`src/rtl/tmds_pkg.sv`:
```
// Purpose: shared types and constants for the TMDS period scheduler and its downstream word mux.
// Latency: n/a (package only).
// Backpressure: n/a (package only).
package tmds_pkg;

    // Per-cycle HDMI period classification.
    typedef enum logic [1:0] {
        PER_CTRL     = 2'd0,
        PER_PREAMBLE = 2'd1,
        PER_GUARD    = 2'd2,
        PER_ACTIVE   = 2'd3
    } period_t;

    // Default 640x480@60 raster.
    localparam int DEF_H_ACTIVE = 640;
    localparam int DEF_H_FP     = 16;
    localparam int DEF_H_SYNC   = 96;
    localparam int DEF_H_BP     = 48;
    localparam int DEF_V_ACTIVE = 480;
    localparam int DEF_V_FP     = 10;
    localparam int DEF_V_SYNC   = 2;
    localparam int DEF_V_BP     = 33;

    // Control-period sub-phase lengths ahead of each active line.
    localparam int PREAMBLE_LEN = 8;
    localparam int GUARD_LEN    = 2;

    // Video preamble CTL codes: {CTL1,CTL0} on ch1, {CTL3,CTL2} on ch2.
    localparam logic [1:0] VID_PRE_CH1 = 2'b01;
    localparam logic [1:0] VID_PRE_CH2 = 2'b00;

    // Video guard-band words substituted for encoder output.
    localparam logic [9:0] VID_GB_CH0 = 10'b1011001100;
    localparam logic [9:0] VID_GB_CH1 = 10'b0100110011;
    localparam logic [9:0] VID_GB_CH2 = 10'b1011001100;

    // TMDS control symbols indexed by {c1,c0}.
    localparam logic [9:0] CTRL_SYM_00 = 10'b1101010100;
    localparam logic [9:0] CTRL_SYM_01 = 10'b0010101011;
    localparam logic [9:0] CTRL_SYM_10 = 10'b0101010100;
    localparam logic [9:0] CTRL_SYM_11 = 10'b1010101011;

endpackage

```
`src/rtl/hdmi_timing_counter.sv`:
```
// Purpose: horizontal/vertical raster counters; exposes current and next position plus next-line-active flag.
// Latency: counters update every enabled clk; h_nxt/v_nxt/nxt_line_act are combinational from the counters.
// Backpressure: none; en=0 synchronously returns both counters to 0.
module hdmi_timing_counter
    import tmds_pkg::*;
#(
    parameter int H_TOTAL  = DEF_H_ACTIVE + DEF_H_FP + DEF_H_SYNC + DEF_H_BP,
    parameter int V_TOTAL  = DEF_V_ACTIVE + DEF_V_FP + DEF_V_SYNC + DEF_V_BP,
    parameter int V_ACTIVE = DEF_V_ACTIVE
) (
    input  logic        clk,
    input  logic        Reset_n,
    input  logic        en,
    output logic [11:0] h_cnt,
    output logic [11:0] v_cnt,
    output logic [11:0] h_nxt,
    output logic [11:0] v_nxt,
    output logic        nxt_line_act
);

    localparam logic [11:0] H_LAST = 12'(H_TOTAL - 1);
    localparam logic [11:0] V_LAST = 12'(V_TOTAL - 1);
    localparam logic [11:0] V_ACT  = 12'(V_ACTIVE);

    logic        h_wrap;
    logic [11:0] v_succ;

    always_comb begin
        h_wrap       = (h_cnt == H_LAST);
        // Line number that follows the current one, wrapping at frame end.
        v_succ       = (v_cnt == V_LAST) ? 12'd0 : v_cnt + 12'd1;
        nxt_line_act = (v_succ < V_ACT);
        h_nxt        = 12'd0;
        v_nxt        = 12'd0;
        if (en) begin
            h_nxt = h_wrap ? 12'd0 : h_cnt + 12'd1;
            v_nxt = h_wrap ? v_succ : v_cnt;
        end
    end

    always_ff @(posedge clk or negedge Reset_n) begin
        if (!Reset_n) begin
            h_cnt <= 12'd0;
            v_cnt <= 12'd0;
        end else begin
            h_cnt <= h_nxt;
            v_cnt <= v_nxt;
        end
    end

endmodule

```
`src/rtl/tmds_period_scheduler.sv`:
```
// Purpose: raster timing plus HDMI preamble/guard scheduling for three TMDS encoders; pix_req leads de by one cycle.
// Latency: all outputs registered, one clk behind the counters that produced them.
// Backpressure: none; en=0 forces reset values on the next edge and restarts from (0,0).
module tmds_period_scheduler
    import tmds_pkg::*;
#(
    parameter int H_ACTIVE  = DEF_H_ACTIVE,
    parameter int H_FP      = DEF_H_FP,
    parameter int H_SYNC    = DEF_H_SYNC,
    parameter int H_BP      = DEF_H_BP,
    parameter int V_ACTIVE  = DEF_V_ACTIVE,
    parameter int V_FP      = DEF_V_FP,
    parameter int V_SYNC    = DEF_V_SYNC,
    parameter int V_BP      = DEF_V_BP,
    parameter int HSYNC_POL = 0,
    parameter int VSYNC_POL = 0,
    parameter int HDMI_MODE = 1
) (
    input  logic        clk,
    input  logic        Reset_n,
    input  logic        en,
    output logic        de,
    output logic [1:0]  ch0_ctrl,
    output logic [1:0]  ch1_ctrl,
    output logic [1:0]  ch2_ctrl,
    output logic        guard,
    output logic        pix_req,
    output logic [11:0] hcount,
    output logic [11:0] vcount,
    output logic        frame_start,
    output logic        line_start
);

    localparam int H_TOTAL = H_ACTIVE + H_FP + H_SYNC + H_BP;
    localparam int V_TOTAL = V_ACTIVE + V_FP + V_SYNC + V_BP;

    localparam logic [11:0] HA    = 12'(H_ACTIVE);
    localparam logic [11:0] VA    = 12'(V_ACTIVE);
    localparam logic [11:0] HS_B  = 12'(H_ACTIVE + H_FP);
    localparam logic [11:0] HS_E  = 12'(H_ACTIVE + H_FP + H_SYNC - 1);
    localparam logic [11:0] VS_B  = 12'(V_ACTIVE + V_FP);
    localparam logic [11:0] VS_E  = 12'(V_ACTIVE + V_FP + V_SYNC - 1);
    localparam logic [11:0] PRE_B = 12'(H_TOTAL - PREAMBLE_LEN - GUARD_LEN);
    localparam logic [11:0] GRD_B = 12'(H_TOTAL - GUARD_LEN);
    localparam logic        HS_ON = 1'(HSYNC_POL);
    localparam logic        VS_ON = 1'(VSYNC_POL);
    localparam logic [1:0]  CH0_IDLE = {~VS_ON, ~HS_ON};

    logic [11:0] h_cnt, v_cnt, h_nxt, v_nxt;
    logic        nxt_line_act;

    hdmi_timing_counter #(
        .H_TOTAL (H_TOTAL),
        .V_TOTAL (V_TOTAL),
        .V_ACTIVE(V_ACTIVE)
    ) u_cnt (
        .clk         (clk),
        .Reset_n     (Reset_n),
        .en          (en),
        .h_cnt       (h_cnt),
        .v_cnt       (v_cnt),
        .h_nxt       (h_nxt),
        .v_nxt       (v_nxt),
        .nxt_line_act(nxt_line_act)
    );

    period_t    period;
    logic       hs_on, vs_on;
    logic       d_de, d_guard, d_pix;
    logic [1:0] d_ch0, d_ch1, d_ch2;

    always_comb begin
        period  = PER_CTRL;
        hs_on   = (h_cnt >= HS_B) && (h_cnt <= HS_E);
        vs_on   = (v_cnt >= VS_B) && (v_cnt <= VS_E);
        d_ch0   = {vs_on ? VS_ON : ~VS_ON, hs_on ? HS_ON : ~HS_ON};
        d_ch1   = 2'b00;
        d_ch2   = 2'b00;
        d_de    = 1'b0;
        d_guard = 1'b0;
        // pix_req looks at where the counters go next, so it lands one
        // cycle ahead of the de produced from that position.
        d_pix   = (h_nxt < HA) && (v_nxt < VA);

        if ((h_cnt < HA) && (v_cnt < VA)) begin
            period = PER_ACTIVE;
        end else if ((HDMI_MODE != 0) && nxt_line_act && (h_cnt >= PRE_B)) begin
            // Tail of a line whose successor carries video.
            period = (h_cnt >= GRD_B) ? PER_GUARD : PER_PREAMBLE;
        end

        case (period)
            PER_ACTIVE: begin
                d_de  = 1'b1;
                d_ch0 = 2'b00;
            end
            PER_PREAMBLE: begin
                d_ch1 = VID_PRE_CH1;
                d_ch2 = VID_PRE_CH2;
            end
            PER_GUARD: begin
                d_ch1   = VID_PRE_CH1;
                d_ch2   = VID_PRE_CH2;
                d_guard = 1'b1;
            end
            default: ;
        endcase
    end

    always_ff @(posedge clk or negedge Reset_n) begin
        if (!Reset_n) begin
            de          <= 1'b0;
            ch0_ctrl    <= CH0_IDLE;
            ch1_ctrl    <= 2'b00;
            ch2_ctrl    <= 2'b00;
            guard       <= 1'b0;
            pix_req     <= 1'b0;
            hcount      <= 12'd0;
            vcount      <= 12'd0;
            frame_start <= 1'b0;
            line_start  <= 1'b0;
        end else if (!en) begin
            de          <= 1'b0;
            ch0_ctrl    <= CH0_IDLE;
            ch1_ctrl    <= 2'b00;
            ch2_ctrl    <= 2'b00;
            guard       <= 1'b0;
            pix_req     <= 1'b0;
            hcount      <= 12'd0;
            vcount      <= 12'd0;
            frame_start <= 1'b0;
            line_start  <= 1'b0;
        end else begin
            de          <= d_de;
            ch0_ctrl    <= d_ch0;
            ch1_ctrl    <= d_ch1;
            ch2_ctrl    <= d_ch2;
            guard       <= d_guard;
            pix_req     <= d_pix;
            hcount      <= h_cnt;
            vcount      <= v_cnt;
            frame_start <= (h_cnt == 12'd0) && (v_cnt == 12'd0);
            line_start  <= (h_cnt == 12'd0);
        end
    end

endmodule

```
`config.mk`:
```
export PLATFORM = sky130hd
export DESIGN_NAME = tmds_period_scheduler
export DESIGN_NICKNAME = d
export VERILOG_FILES = /design/src/rtl/tmds_pkg.sv /design/src/rtl/hdmi_timing_counter.sv /design/src/rtl/tmds_period_scheduler.sv
export SDC_FILE = /design/constraint.sdc
export NUM_CORES = 1
export LEC_CHECK = 0
export ABC_CLOCK_PERIOD_IN_PS = 2600
export BUFFER_PORTS_ARGS = -buffer_cell sky130_fd_sc_hd__buf_2
export CAP_MARGIN = 5
export CORE_UTILIZATION = 59
export CTS_BUF_LIST = sky130_fd_sc_hd__clkbuf_2 sky130_fd_sc_hd__clkbuf_4 sky130_fd_sc_hd__clkbuf_8
export DETAILED_ROUTE_END_ITERATION = 10
export PLACE_DENSITY = 0.82
export REMOVE_ABC_BUFFERS = 1
export SKIP_LAST_GASP = 1
export SLEW_MARGIN = 10
export SYNTH_ARGS = -nofsm -noshare
export SYNTH_HDL_FRONTEND = slang
export SYNTH_SLANG_ARGS = --single-unit
```
`constraint.sdc`:
```
create_clock -name clk -period 2.6 [get_ports clk]
set_input_delay 0.26 -clock clk [delete_from_list [all_inputs] [get_ports clk]]
set_output_delay 0.26 -clock clk [all_outputs]
set_load 0.05 [all_outputs]
```
==> results.py, run 1 <==
metrics = {
    "status": {
        "status": "complete, but fails checks",
        "violations": "design-rule violations",
    },
    "sta": {
        "finalClockSkew_ns": 0.0136,
        "layout_setup_ws_ns": 0.216,
        "min_period_ns": 2.38,
        "max_freq_mhz": 419,
        "worst_pin_slew_ns": 0.665,
        "relSlewSlack": 0.557,
        "period_share": 0.917,
        "rsz0062_at_grt": "no",
        "finalHoldViolCount": 0,
        "setup_tns_ns": 0,
        "setup_viol": 0,
        "slew_violations": 0,
    },
    "setup_path": {
        "end_kind": "flop",
        "r2r_setup_slack_ns": 0.22,
        "slowest_delay_ns": 0.63,
        "worstSetupStartpointType": "flop",
        "cp_cell_sequence": "or2_2, or4_4, buf_4, nand2b_1, o31ai_1, and2_1",
        "cp.arrival_ns": 2.63,
        "slowest_stage": "or4_4",
        "critPathKind": "flop to flop",
        "cp_max_fo": 12,
        "crit_required_ns": 2.85,
    },
    "placement": {
        "portBuffers": 34,
        "dp_slack_ns": 0.252,
        "dp_hpwl_um": 3810,
        "place_congestion": 0.975,
    },
    "global_routing": {
        "grt_pass1_wl_um": 8800,
        "grt_pass1_vias": 1850,
        "overflow": 0,
        "grt_max_degree": 57,
        "antenna_found_initial": 0,
        "grt_use_total": 0.228,
    },
    "clocking": {
        "cts_resized": 0,
        "clk_latency_ns": 0.30,
        "cts_root_buffer": "clkbuf_8",
        "clkSlewWorstSetupHoldPaths_ns": 0.10,
        "cts_buffer_depth": 2,
        "cts_tree": "yes",
        "numClockSinks": 56,
        "postCtsSetupRepairBufs": 0,
        "hold_buffers": 0,
        "h-tree-depth": 2,
        "cts_made_buffers": 5,
    },
    "die": {
        "die_area_sq_um": 4970,
        "die_w_um": 70.5,
        "num_io_pins": 38,
        "core_area_sq_um": 4440,
        "start_util": 0.622,
        "rows": 24,
        "fp.dieH_um": 70.5,
    },
    "yosys": {
        "synth_compound_area_frac": 0.0810,
        "syn_area_sq_um": 2770,
        "synth_xor_area_frac": 0.0570,
        "syn_inst": 287,
        "yosysUniqueCellTypes": 50,
        "yosys.area_share.adder": 0.0271,
        "async_flop_share": 1.00,
        "ys_warn_count": 0,
        "synthSimpleGateAreaFrac": 0.267,
        "synth_mux_area_frac": 0.00724,
        "syn_area_per_cell_sq_um": 9.64,
        "ys_seq_elements": 56,
        "ys.flop_type": "dfrtp_1",
        "synth_edf_count": 0,
        "synth_seq_area_share": 0.507,
        "synth_top_family_by_area": "simple AND/OR/NAND/NOR gates",
    },
    "power": {
        "power_density_nw_per_um2": 472,
        "power.leakage_nw": 1.47,
        "peakVddDrop_v": 0.000240,
    },
    "cells_and_area": {
        "mostFrequentLayoutCell": "dfrtp_1",
        "drive_gt1_frac": 0.197,
        "final_core_util": 0.692,
        "syn_to_final_growth_pct": 11.1,
        "final_nets": 328,
        "antenna_cells": 0,
        "mostFrequentLayoutCells": "dfrtp_1, nor2_1, buf_2",
    },
    "routing": {
        "via_count": 2082,
        "firstDrtPassIters": 7,
        "vias_per_cell": 5.60,
        "drc": 10,
        "drt_iter0_drc": 174,
        "wl_per_cell_um": 14.3,
        "detail-route-antenna-nets": 0,
        "drt_wl_total_um": 5310,
    },
    "job": {
        "maxCapViolations": 0,
    },
    "min_path": {
        "min_path_type": "primary input to async pin",
    },
}
## area by class of cell
cell class | instances | area [sq um]
Sequential cell | 56 | 1400
Fill cell | 365 | 1370
Multi-Input combinational cell | 202 | 1230
Timing Repair Buffer | 46 | 260
Clock buffer | 6 | 76.3
Tap cell | 52 | 65.1
Inverter | 8 | 30.0
Clock inverter | 2 | 12.5
## cell usage after synthesis, types with 2 or more instances
cell type   n  area (sq um)
dfrtp_1    54          1350
nor2_1     48           180
and2_1     21           131
clkbuf_1   16          60.1
nand2_1    16          60.1
nand3_1    13          65.1
xnor2_1    11          96.3
a21oi_1     9          45.0
inv_1       8          30.0
nand4_1     8          50.1
xor2_1      7          61.3
ha_1        6          75.1
nor3_1      6          30.0
and3_1      5          31.3
nor4_1      5          31.3
o21ai_0     5          25.0
a22oi_1     3          22.5
and4_1      3          26.3
buf_4       3          22.5
a21o_1      2          15.0
a22o_1      2          17.5
buf_6       2          22.5
dfstp_2     2          52.6
mux2i_1     2          20.0
nor4b_1     2          17.5
o311a_1     2          20.0
o31ai_1     2          15.0
or3_1       2          12.5
## metrics by stage
stage                     total power, mW  cells  hold slack, ns  cell area (sq um)
after detailed placement             1.01    364           0.421               2990
after global routing                 1.51    372           0.122               3070
after CTS                            1.47    372          0.0817               3070
final                                1.45    372          0.0519               3070
after floorplan                     0.971    266         -0.0356               2660
after global placement               1.01    364           0.417               2990
## where the power goes
group	total [mW]	switching (mW)	internal [mW]	leakage [nW]
Combinational	0.104	0.0831	0.0207	0.656
Sequential	0.892	0.00816	0.884	0.765
Clock	0.454	0.255	0.199	0.0446
## final timing paths
| check | cells after the start | start | to |
|---|---|---|---|
| setup reg to reg | 6 | u_cnt.h_cnt[11]$_DFF_PN0_ | u_cnt.v_cnt[10]$_DFF_PN0_ |
| max in group asynchronous | 2 | Reset_n | ch1_ctrl[0]$_DFF_PN0_ |
| setup / recovery | 6 | u_cnt.h_cnt[11]$_DFF_PN0_ | u_cnt.v_cnt[10]$_DFF_PN0_ |
| min in group clk | 2 | en | u_cnt.v_cnt[10]$_DFF_PN0_ |
| hold reg to reg | 1 | u_cnt.h_cnt[0]$_DFF_PN0_ | u_cnt.h_cnt[0]$_DFF_PN0_ |
| hold / removal | 2 | Reset_n | u_cnt.h_cnt[8]$_DFF_PN0_ |
## cell families (layout without fill, tap and decap cells)
group	Yosys count	count (layout)
DFF	56	56
and+or+nand+nor	141	141
other	1	3
AOI/OAI and AO/OA	32	32
muxes	2	2
buffers and inverters	31	62
adders and majority gates	6	6
xor gates and xnor gates	18	18
## metal layers
metal / global-route usage / vias to the layer above / part of all wire
met3: 0.0433 / 6 / 0.070
met2: 0.339 / 98 / 0.44
met4: 0.0612 / 0 / 0.010
met5: 0 / - / 0
met1: 0.341 / 950 / 0.48
li1: - / 1028 / -
## registers in the layout, indices dropped and copies added, names as in the netlist
register / cells
de: 1
frame_start: 1
line_start: 1
vcount: 12
u_cnt.h_cnt: 12
ch1_ctrl: 1
hcount: 12
ch0_ctrl: 2
u_cnt.v_cnt: 12
pix_req: 1
guard: 1
## critical path: cells and delay by family, from the launching register on
kind / cells / cell delay, ns
AND/OR/NAND/NOR: 4 / 1.34
flip-flops: 1 / 0.45
AO/OA/AOI/OAI: 1 / 0.33
buffers and inverters: 1 / 0.21
No activity file was read; power rests on OpenSTA's default activity.
==> inputs of run 2 (changes only) <==
--- a/config.mk
+++ b/config.mk
@@ -8,9 +8,11 @@
 export ABC_CLOCK_PERIOD_IN_PS = 2600
 export BUFFER_PORTS_ARGS = -buffer_cell sky130_fd_sc_hd__buf_2
 export CAP_MARGIN = 5
+export CORE_ASPECT_RATIO = 0.6
 export CORE_UTILIZATION = 59
 export CTS_BUF_LIST = sky130_fd_sc_hd__clkbuf_2 sky130_fd_sc_hd__clkbuf_4 sky130_fd_sc_hd__clkbuf_8
 export DETAILED_ROUTE_END_ITERATION = 10
+export GPL_ROUTABILITY_DRIVEN = 1
 export PLACE_DENSITY = 0.82
 export REMOVE_ABC_BUFFERS = 1
 export SKIP_LAST_GASP = 1
==> run 2 against run 1 <==
- critical endpoint is now pix_req$_DFF_PN0_
- critical path depth unchanged
- cell count increased by 1.9%
- die area up 0.18%
- the run now ends clean
- clock power is 7.9% higher
- utilization rose by 2.8 points
- sequential power barely moved
- non-clock buffer count decreased by 1
- worst setup slack worse by 0.10 ns
- global-route usage up 2.8 points
- wire length is 11% higher
- sequential share of layout area shrank 0.30 points
- highest routed layer unchanged
- combinational power about the same
==> results.py, run 2 (synthesized netlist as in run 1, its figures left out) <==
metrics = {
    "setup_path": {
        "slowest_delay_ns": 0.66,
        "cp_cell_sequence": "or3_4, or4_4, o311a_1, a221oi_2, nor4_2, nor4_2",
        "reg2regPathDepth": 6,
        "worstSetupStartpointType": "flop",
        "end_kind": "flop",
        "r2r_setup_slack_ns": 0.12,
        "critPathKind": "flop to flop",
        "slowest_stage": "or4_4",
        "r2r_start": "u_cnt.h_cnt[5]$_DFF_PN0_",
        "cp.arrival_ns": 2.71,
        "worst-path-buf-inv": 0,
        "r2r-end": "pix_req$_DFF_PN0_",
        "crit_top_cell": "nor4_2",
        "crit_required_ns": 2.83,
        "cp_max_fo": 22,
        "path_delay_family": "simple AND/OR/NAND/NOR gates",
    },
    "die": {
        "core_area_sq_um": 4300,
        "num_io_pins": 38,
        "die_w_um": 90.4,
        "start_util": 0.643,
        "rows": 18,
        "fp.dieH_um": 55.0,
        "die_area_sq_um": 4980,
    },
    "min_path": {
        "hold_path_depth": 2,
        "min-delay-start": "en",
        "hold-path-endpoint": "u_cnt.v_cnt[10]$_DFF_PN0_",
        "min_path_type": "primary input to flop",
    },
    "sta": {
        "worst_pin_slew_ns": 0.767,
        "setup_tns_ns": 0,
        "max_freq_mhz": 403,
        "finalHoldViolCount": 0,
        "period_share": 0.955,
        "setup_viol": 0,
        "layout_setup_ws_ns": 0.117,
        "relSlewSlack": 0.488,
        "rsz0062_at_grt": "no",
        "slew_violations": 0,
        "min_period_ns": 2.48,
        "finalClockSkew_ns": 0.00632,
    },
    "power": {
        "p_int_mw": 1.10,
        "power_switching_uw": 391,
        "p_clk_frac": 0.329,
        "peakVddDrop_v": 0.000288,
        "power.leakage_nw": 1.47,
        "power_density_nw_per_um2": 481,
        "seq_power_share": 0.599,
        "p_sw_frac": 0.262,
        "p_comb_frac": 0.072,
    },
    "placement": {
        "dp_slack_ns": 0.134,
        "placed_cell_area_sq_um": 2980,
        "place_congestion": 0.947,
        "portBuffers": 34,
        "dp_hpwl_um": 4320,
    },
    "clocking": {
        "cts_made_buffers": 5,
        "cts_root_buffer": "clkbuf_8",
        "clkSlewWorstSetupHoldPaths_ns": 0.10,
        "numClockSinks": 56,
        "cts_buffer_depth": 2,
        "clk_latency_ns": 0.32,
        "h-tree-depth": 2,
        "cts_tree": "yes",
    },
    "global_routing": {
        "grt_max_degree": 24,
        "antenna_found_initial": 0,
        "overflow": 0,
        "grt_pass1_vias": 1837,
        "grt_use_total": 0.255,
        "grt_pass1_wl_um": 9310,
    },
    "routing": {
        "via_count": 2171,
        "detail-route-antenna-nets": 0,
        "firstDrtPassIters": 5,
        "drc": 0,
        "drt_wl_total_um": 5880,
        "drt_iter0_drc": 165,
        "wl_per_cell_um": 15.5,
        "vias_per_cell": 5.73,
    },
    "cells_and_area": {
        "mostFrequentLayoutCell": "dfrtp_1",
        "design_area_sq_um": 3090,
        "regArea_sq_um": 1400,
        "final_nets": 327,
        "multiInputGateArea_sq_um": 1240,
        "drive_gt1_frac": 0.197,
        "syn_to_final_growth_pct": 11.8,
        "nFillCells": 359,
        "antenna_cells": 0,
        "mostFrequentLayoutCells": "dfrtp_1, nor2_1, buf_2",
    },
    "job": {
        "maxCapViolations": 0,
    },
    "status": {
        "status": "complete, no violations",
    },
}
## run 2: cell count changes in the layout (fill, tap and decap cells not counted), sizes merged
cell and delta:
buf -2, clkbuf -1, clkinv +1, clkinvlp -1
dlygate4sd3 +1, inv +1
## run 2: final cells by class
| cell class | count | share of cell area |
|---|---|---|
| clock inverter | 3 | 0.00728 |
| inverter | 8 | 0.00970 |
| clock buffer | 5 | 0.0222 |
| sequential | 56 | 0.454 |
| multi-input combinational | 202 | 0.400 |
| timing repair buffer | 45 | 0.0825 |
| tap | 60 | 0.0243 |
## run 2: repair_timing
action / CTS / global route
hold buffers: 1 / 0
setup buffers: 0 / 0
setup endpoints to repair: 0 / 1
resized for setup: 0 / 2
hold endpoints to repair: 21 / 0
## run 2: power by group through the flow
stage / Sequential, mW / Clock (mW) / Combinational (mW)
6_report: 0.892 / 0.490 / 0.107
5_1_grt: 0.894 / 0.532 / 0.117
4_1_cts: 0.893 / 0.497 / 0.109
3_5_place_dp: 0.909 / 0 / 0.107
3_3_place_gp: 0.908 / 0 / 0.106
2_1_floorplan: 0.940 / 0 / 0.0302
## run 2: worst reg2reg max path, delay by kind of cell, from the launching register on
kind,cells,cell delay [ns]
AOI/OAI and AO/OA,2,0.61
DFF,1,0.40
and+or+nand+nor,4,1.38
## run 2: per-stage QoR
| step | cells | hold WS (ns) | power, mW | util |
|---|---|---|---|---|
| after detailed placement | 370 | 0.253 | 1.02 | 0.693 |
| final | 379 | 0.259 | 1.49 | 0.719 |
| after global routing | 379 | 0.254 | 1.54 | 0.719 |
| after CTS | 379 | 0.253 | 1.50 | 0.716 |
| after floorplan | 266 | -0.0356 | 0.971 | - |
| after global placement | 370 | 0.242 | 1.01 | 0.693 |
## run 2: how the worst max path moves through the flow
stage,from,to,cells past startpoint
2_1_floorplan,u_cnt.h_cnt[5]$_DFF_PN0_,pix_req$_DFF_PN0_,6
3_3_place_gp,u_cnt.h_cnt[5]$_DFF_PN0_,pix_req$_DFF_PN0_,6
3_5_place_dp,u_cnt.h_cnt[5]$_DFF_PN0_,pix_req$_DFF_PN0_,6
4_1_cts,u_cnt.h_cnt[5]$_DFF_PN0_,pix_req$_DFF_PN0_,6
5_1_grt,u_cnt.h_cnt[5]$_DFF_PN0_,pix_req$_DFF_PN0_,6
6_report,u_cnt.h_cnt[5]$_DFF_PN0_,pix_req$_DFF_PN0_,6
## run 2: layer usage
metal  GRT usage  share of wire  up-vias
met5           0              0        -
met4       0.108          0.013        0
met3      0.0697          0.086        7
met2       0.358           0.40      104
met1       0.375           0.50     1027
li1            -              -     1033
